`config.mk`:
```
export PLATFORM = sky130hd
export DESIGN_NAME = comb_decimator
export DESIGN_NICKNAME = d
export VERILOG_FILES = /design/src/rtl/comb_decimator.sv
export SDC_FILE = /design/constraint.sdc
export NUM_CORES = 1
export LEC_CHECK = 0
export CORE_MARGIN = 2
export CORE_UTILIZATION = 54
export DETAILED_ROUTE_END_ITERATION = 10
export DONT_BUFFER_PORTS = 1
export PLACE_DENSITY = 0.69
export SYNTH_ARGS = -nofsm -noshare
export SYNTH_HDL_FRONTEND = slang
export SYNTH_SLANG_ARGS = --single-unit
```
`constraint.sdc`:
```
create_clock -name i_clk -period 2.19 [get_ports i_clk]
set_clock_uncertainty 0.1 [all_clocks]
set_input_delay 0.438 -clock i_clk [delete_from_list [all_inputs] [get_ports i_clk]]
set_output_delay 0.438 -clock i_clk [all_outputs]
set_load 0.05 [all_outputs]
```
`src/rtl/comb_decimator.sv`:
```
// Decimating comb section of a CIC filter: keeps every R-th valid integrator
// sample and runs it through NSTAGES registered comb stages (y = x - x[n-M]).
// Optional macro COMB_DECIMATOR_ROUND_EN selects round-half-up instead of truncation.
module comb_decimator #(
  parameter int IW      = 8,
  parameter int OW      = 8,
  parameter int R       = 4,
  parameter int NSTAGES = 1,
  parameter int M       = 1
) (
  input  logic                 i_clk,
  input  logic                 i_rst_n,
  input  logic signed [IW-1:0] i_data,
  input  logic                 i_ready,
  output logic signed [OW-1:0] o_data,
  output logic                 o_ready
);

  localparam int CW = (R > 1) ? $clog2(R) : 1;
  localparam logic [CW-1:0] CNT_MAX = CW'(R - 1);
  localparam int RSH = (IW > OW) ? (IW - OW - 1) : 0;

`ifdef COMB_DECIMATOR_ROUND_EN
  localparam logic signed [IW-1:0] RND_OFS = (IW > OW) ? (IW'(1) << RSH) : '0;
`else
  localparam logic signed [IW-1:0] RND_OFS = '0;
`endif

  logic [CW-1:0]        cnt_reg;
  logic                 strobe;
  logic signed [IW-1:0] stage_x [NSTAGES];
  logic                 stage_v [NSTAGES];
  logic signed [IW-1:0] last_diff;
  logic signed [IW-1:0] last_rounded;
  logic signed [OW-1:0] o_data_reg;
  logic                 o_ready_reg;

  // Decimation counter advances on every valid input, not on every clock
  always_ff @(posedge i_clk or negedge i_rst_n) begin
    if (!i_rst_n) begin
      cnt_reg <= '0;
    end else if (i_ready) begin
      cnt_reg <= (cnt_reg == CNT_MAX) ? '0 : cnt_reg + CW'(1);
    end
  end

  assign strobe     = i_ready && (cnt_reg == CNT_MAX);
  assign stage_x[0] = i_data;
  assign stage_v[0] = strobe;

  genvar gi;
  generate
    for (gi = 0; gi < NSTAGES; gi++) begin : g_stage
      logic signed [IW-1:0] dly_reg [M];
      logic signed [IW-1:0] diff;

      assign diff = stage_x[gi] - dly_reg[M-1];

      // Delay line only shifts on this stage's own valid input
      always_ff @(posedge i_clk or negedge i_rst_n) begin
        if (!i_rst_n) begin
          for (int j = 0; j < M; j++) begin
            dly_reg[j] <= '0;
          end
        end else if (stage_v[gi]) begin
          dly_reg[0] <= stage_x[gi];
          for (int j = 1; j < M; j++) begin
            dly_reg[j] <= dly_reg[j-1];
          end
        end
      end

      if (gi < NSTAGES - 1) begin : g_mid
        logic signed [IW-1:0] y_reg;
        logic                 v_reg;

        always_ff @(posedge i_clk or negedge i_rst_n) begin
          if (!i_rst_n) begin
            y_reg <= '0;
            v_reg <= 1'b0;
          end else begin
            v_reg <= stage_v[gi];
            if (stage_v[gi]) begin
              y_reg <= diff;
            end
          end
        end

        assign stage_x[gi+1] = y_reg;
        assign stage_v[gi+1] = v_reg;
      end else begin : g_last
        assign last_diff = diff;
      end
    end
  endgenerate

  // The last stage's register doubles as the output register, so rounding
  // adds no latency.
  assign last_rounded = last_diff + RND_OFS;

  always_ff @(posedge i_clk or negedge i_rst_n) begin
    if (!i_rst_n) begin
      o_data_reg  <= '0;
      o_ready_reg <= 1'b0;
    end else begin
      o_ready_reg <= stage_v[NSTAGES-1];
      if (stage_v[NSTAGES-1]) begin
        o_data_reg <= OW'(last_rounded >>> (IW - OW));
      end
    end
  end

  assign o_data  = o_data_reg;
  assign o_ready = o_ready_reg;

endmodule

```
**Word-level counts from Yosys, hierarchy flattened**

Cells that the tools add are included.

- Bits in registers: 19
- Latch bits: 0
- Memory bits (writable): 0
- Bits in read-only memories: 0
- Output and inout bits: 9
- Word-level logic and storage cells: 9
- Memories kept: 0

- Add/subtract/negate cells: 2
- Multipliers: 0
- Divide/modulo/power cells: 0
- $lt $le $gt $ge: 0
- Eq/ne operators: 1
- Shift operators: 0
- Multiplexer cells: 1
- Bitwise gates (word level): 0
- Reduce and logical (&&, ||, !) cells: 1

Operator list:

| operator | count |
|---|---|
| subtractor 8 bit | 1 |
| adder 2 x 1 -> 2 bit, second input constant | 1 |
| == test 2 bit, second input constant | 1 |
| 2-to-1 mux 2 bit | 1 |
| logical AND 1 bit | 1 |

**Depth between registers and ports, before layout**

- Depth after elaboration: 2
- Mapped depth: 8
- Mapped depth without buffers: 8

**Worst setup path after synthesis**

Ideal clock, no wire load.

- Kind: input-to-reg
- Start: input port i_data[0]
- End: register o_data_reg[6], in the netlist o_data[6]
- Arrival: 1.619 ns
- Data required time: 1.958 ns
- Slack: 0.339 ns
- Stages: 8
- Buffers on the path: 0
- Cells stage by stage: inv_1 -> ha_1 -> inv_1 -> fa_1 -> a211oi_1 -> o21bai_1 -> nand4b_1 -> o211ai_1

- Cells in the longest elaborated chain, start to end: 1

RTL lines:

| item | line | RTL |
|---|---|---|
| from (decl) | 13 | `input logic signed [IW-1:0] i_data,` |
| subtractor 8 bit | 57 | `assign diff = stage_x[gi] - dly_reg[M-1];` |
| to (signal assigned) | 108 | `o_data_reg <= OW'(last_rounded >>> (IW - OW));` |
| to (decl) | 35 | `logic signed [OW-1:0] o_data_reg;` |

Every way passes these cells.
A chain may end at the register's enable or synchronous reset.

**Worst setup path after layout**

- Start: register g_stage[0].dly_reg[1] (netlist bit)
- End: register o_data_reg[5], in the netlist o_data[5]

- Cells in the longest elaborated chain, start to end: 1

RTL lines:

| item | line | RTL |
|---|---|---|
| from (decl) | 54 | `logic signed [IW-1:0] dly_reg [M];` |
| from (signal, indexed assignment) | 68 | `dly_reg[j] <= dly_reg[j-1];` |
| subtractor 8 bit | 57 |  |

Every way passes these cells.

==> flow_summary.rst <==
.. list-table::
   :header-rows: 1

   * - Metric
     - Value
   * - Core area
     - 1920 sq um
   * - M2 GR Usage
     - 27.5%
   * - Share of cells above drive strength 1
     - 9.01%
   * - Cell area power density
     - 1530 nW/um^2
   * - Unrepaired setup endpoints after global routing
     - no
   * - Hold Buf Count CTS
     - 1
   * - Relative contribution of the clock network to total power
     - 10.1%
   * - Distinct cell type count after synthesis
     - 36
   * - Total half-perimeter wirelength after legalization and detailed placement
     - 1450 um
   * - Average vias per placed instance
     - 5.57
   * - Port Buffers
     - 0
   * - Total Routing Usage GR
     - 18.7%
   * - Status
     - complete, no violations
   * - Syn Std Cell Area
     - 1070 sq um
   * - Total of max-cap violations
     - 0
   * - Global Route met3 Usage
     - 5.86%
   * - Maximum operating frequency
     - 530 MHz
   * - Maximum VDD drop
     - 758 uV
   * - Finish-stage setup viols
     - 0
   * - Worst path slowest cell
     - sky130_fd_sc_hd__or4_1
   * - Number of flip-flops and latches in the synthesized netlist
     - 19
   * - Most congested layer reported by global routing
     - met2
   * - Ys async rst share
     - 100%
   * - Top FF cell, synth
     - sky130_fd_sc_hd__dfrtp_1
   * - Syn_nets
     - 127
   * - Category of cells accounting for the largest share of critical-path delay
     - simple AND/OR/NAND/NOR gates
   * - Largest net degree at the start of global routing
     - 20
   * - Die extent in y
     - 48.5 um
   * - Final hold viol count
     - 0
   * - Worst path cell trace
     - inv_1 -> ha_1 -> nor2b_1 -> o31a_1 -> or4_1 -> nand3_1
   * - Met1 layer usage reported by global route
     - 24.6%
   * - Detailed Route Iter0 Violations
     - 15
   * - Net switching power
     - 838 uW
   * - Signal arrival time at the worst endpoint
     - 2.02 ns
   * - Detailed-route DRC error count
     - 0
   * - Die outline area
     - 2350 sq um
   * - Sequential group share of total power
     - 49.6%
   * - Vias after detailed routing
     - 769
   * - Sw Share
     - 48.1%
   * - Top Ports
     - 20
   * - Worst path buffer plus inverter count
     - 1
   * - Post-CTS Repair Setup Buffers
     - 0
   * - Yosys Warn Count
     - 0
   * - Avg Cell Area, Syn
     - 9.99 sq um
   * - Internal power consumption
     - 906 uW
   * - Maximum level of the CTS H-tree
     - 1
   * - Number of diodes
     - 0
   * - Rel. slew slack
     - 44.0%
   * - Final sum of negative setup slack
     - 0 ns
   * - Initial antenna violation count
     - 0
   * - Number of enable-type register cells in the synthesized netlist
     - 0
   * - Cell area reported after detailed placement
     - 1100 sq um
   * - Worst-skew pair later-pin latency
     - 0.29 ns
   * - Average wire length per cell after detail routing
     - 13.6 um
   * - Hold WS
     - 0.153 ns
   * - Leakage power
     - 0.497 nW
   * - Number of nets at the end of the flow
     - 132
   * - Initial core utilization
     - 55.6%
   * - Layout fillers
     - 183
   * - Highest-count cells in the layout ignoring fill and taps
     - sky130_fd_sc_hd__dfrtp_1, sky130_fd_sc_hd__o21ai_0, sky130_fd_sc_hd__nand2_1
   * - Remaining global-route overflow
     - 0
   * - Minimum setup slack in the final design
     - 0.303 ns
   * - Total iterations of the first detailed-routing run
     - 4
   * - Overall die width
     - 48.5 um
   * - Number of buffers created by CTS
     - 3
   * - Biggest fanout along the worst timing path
     - 5
   * - Number of nets still failing antenna checks after routing
     - 0
   * - Root Buffer Master
     - sky130_fd_sc_hd__clkbuf_4
   * - Transition at the pin with the smallest max-transition slack
     - 0.838 ns
   * - Period Utilization, post-route
     - 86.2%
   * - Final cell area excluding filler cells
     - 1140 sq um
   * - Final Max Tran Viols
     - 0
   * - Cells after Synth
     - 107
   * - Worst slack, placed
     - 0.246 ns
   * - Biggest cell delay along the critical path
     - 0.48 ns
   * - Endpoint class of the critical path
     - register
   * - Final WL
     - 1870 um
   * - Number of global-route vias before repair
     - 781
   * - Final Total Pwr
     - 1.74 mW
   * - Clock-pin slew on the worst setup and hold paths
     - 0.11 ns
   * - Clock Tree Buf Depth
     - 2
   * - Sequential element share of the synthesized area
     - 44.5%
   * - Worst min-delay path class
     - primary input to register
   * - Clock tree from TritonCTS
     - done
   * - Kind of start point of the critical path
     - register
   * - Crit path required time
     - 2.33 ns
   * - Combinational share of power
     - 40.3%
   * - Crit path time final
     - 1.89 ns
   * - Wire length of the first global-routing pass
     - 3420 um
   * - CTS sink cnt
     - 19
   * - Area Overhead vs Synth
     - 6.67%
   * - Most common cell after layout, fill and taps aside
     - sky130_fd_sc_hd__dfrtp_1
   * - Count of instances resized after the clock tree is built
     - 0
   * - Number of cell rows
     - 16
   * - Category of the critical setup timing path
     - register to register
   * - Placer congestion estimate
     - 0.799
[cell type report]
| class | instances | area [sq um] | area share, % |
|---|---|---|---|
| inverter | 9 | 33.8 | 2.96 |
| sequential | 19 | 475 | 41.7 |
| multi-input combinational | 76 | 546 | 47.9 |
| timing repair buffer | 3 | 25.0 | 2.20 |
| tap | 27 | 33.8 | 2.96 |
| clock buffer | 4 | 26.3 | 2.31 |
[routing by layer]
metal | vias up | wire length (um)
li1 | 391 | -
met1 | 355 | 890
met2 | 19 | 810
met3 | 4 | 132
met4 | 0 | 39
met5 | - | 0
[per-stage QoR]
stage / util [%] / instances
after floorplan: - / 107
after global placement: 57.4 / 133
after detailed placement: 57.4 / 133
after CTS: 59.3 / 138
after global routing: 59.3 / 138
final: 59.3 / 138
[power by group through the flow]
stage | logic, mW | clock network, mW | registers (mW)
finish | 0.704 | 0.176 | 0.865
global route | 0.811 | 0.195 | 0.886
CTS | 0.711 | 0.183 | 0.868
detailed placement | 0.699 | 0 | 0.876
global placement | 0.677 | 0 | 0.873
floorplan | 0.575 | 0 | 0.852
[cells in the mapped netlist (2+ instances only)]
library cell	n	share of area (%)
sky130_fd_sc_hd__o21ai_0	13	6.1
sky130_fd_sc_hd__nand3_1	2	0.94
sky130_fd_sc_hd__a211oi_1	3	2.1
sky130_fd_sc_hd__o21bai_1	2	1.4
sky130_fd_sc_hd__dfrtp_1	19	44
sky130_fd_sc_hd__ha_1	8	9.4
sky130_fd_sc_hd__and2_1	2	1.2
sky130_fd_sc_hd__a21oi_1	2	0.94
sky130_fd_sc_hd__nor3b_1	2	1.4
sky130_fd_sc_hd__o211ai_1	2	1.4
sky130_fd_sc_hd__inv_1	9	3.2
sky130_fd_sc_hd__o21a_1	2	1.4
sky130_fd_sc_hd__mux2_2	4	4.2
sky130_fd_sc_hd__nand3b_1	2	1.4
sky130_fd_sc_hd__nand2_1	13	4.6
sky130_fd_sc_hd__buf_2	2	0.94
[worst paths after layout]
| kind | from | cells past startpoint | slack [ns] | endpoint |
|---|---|---|---|---|
| max | g_stage[0].dly_reg[1] | 6 | 0.30 | o_data[5] |
| min in group asynchronous | i_rst_n | 1 | 0.58 | g_stage[0].dly_reg[4] |
| min reg2reg | g_stage[0].dly_reg[0] | 2 | 0.40 | g_stage[0].dly_reg[0] |
| max in group asynchronous | i_rst_n | 1 | 0.89 | o_data[3] |
| max reg2reg | g_stage[0].dly_reg[1] | 6 | 0.30 | o_data[5] |
| min | i_data[3] | 2 | 0.15 | g_stage[0].dly_reg[3] |
[worst reg2reg max path, delay by kind of cell, from the launching register on]
| kind | cells | cell delay, ns |
|---|---|---|
| compound gates | 1 | 0.30 |
| fa+ha+maj | 1 | 0.23 |
| simple gates | 3 | 0.72 |
| flops | 1 | 0.37 |
| buf+inv | 1 | 0.11 |
[kinds of logic after synthesis]
group,count (synthesis),synth area share [%]
fa+ha+maj,9,11.2
simple gates,31,15.6
compound gates,30,18.4
xor+xnor,2,1.64
buf+inv,12,4.45
mux,4,4.22
flops,19,44.5
No activity file was read; power rests on OpenSTA's default activity.
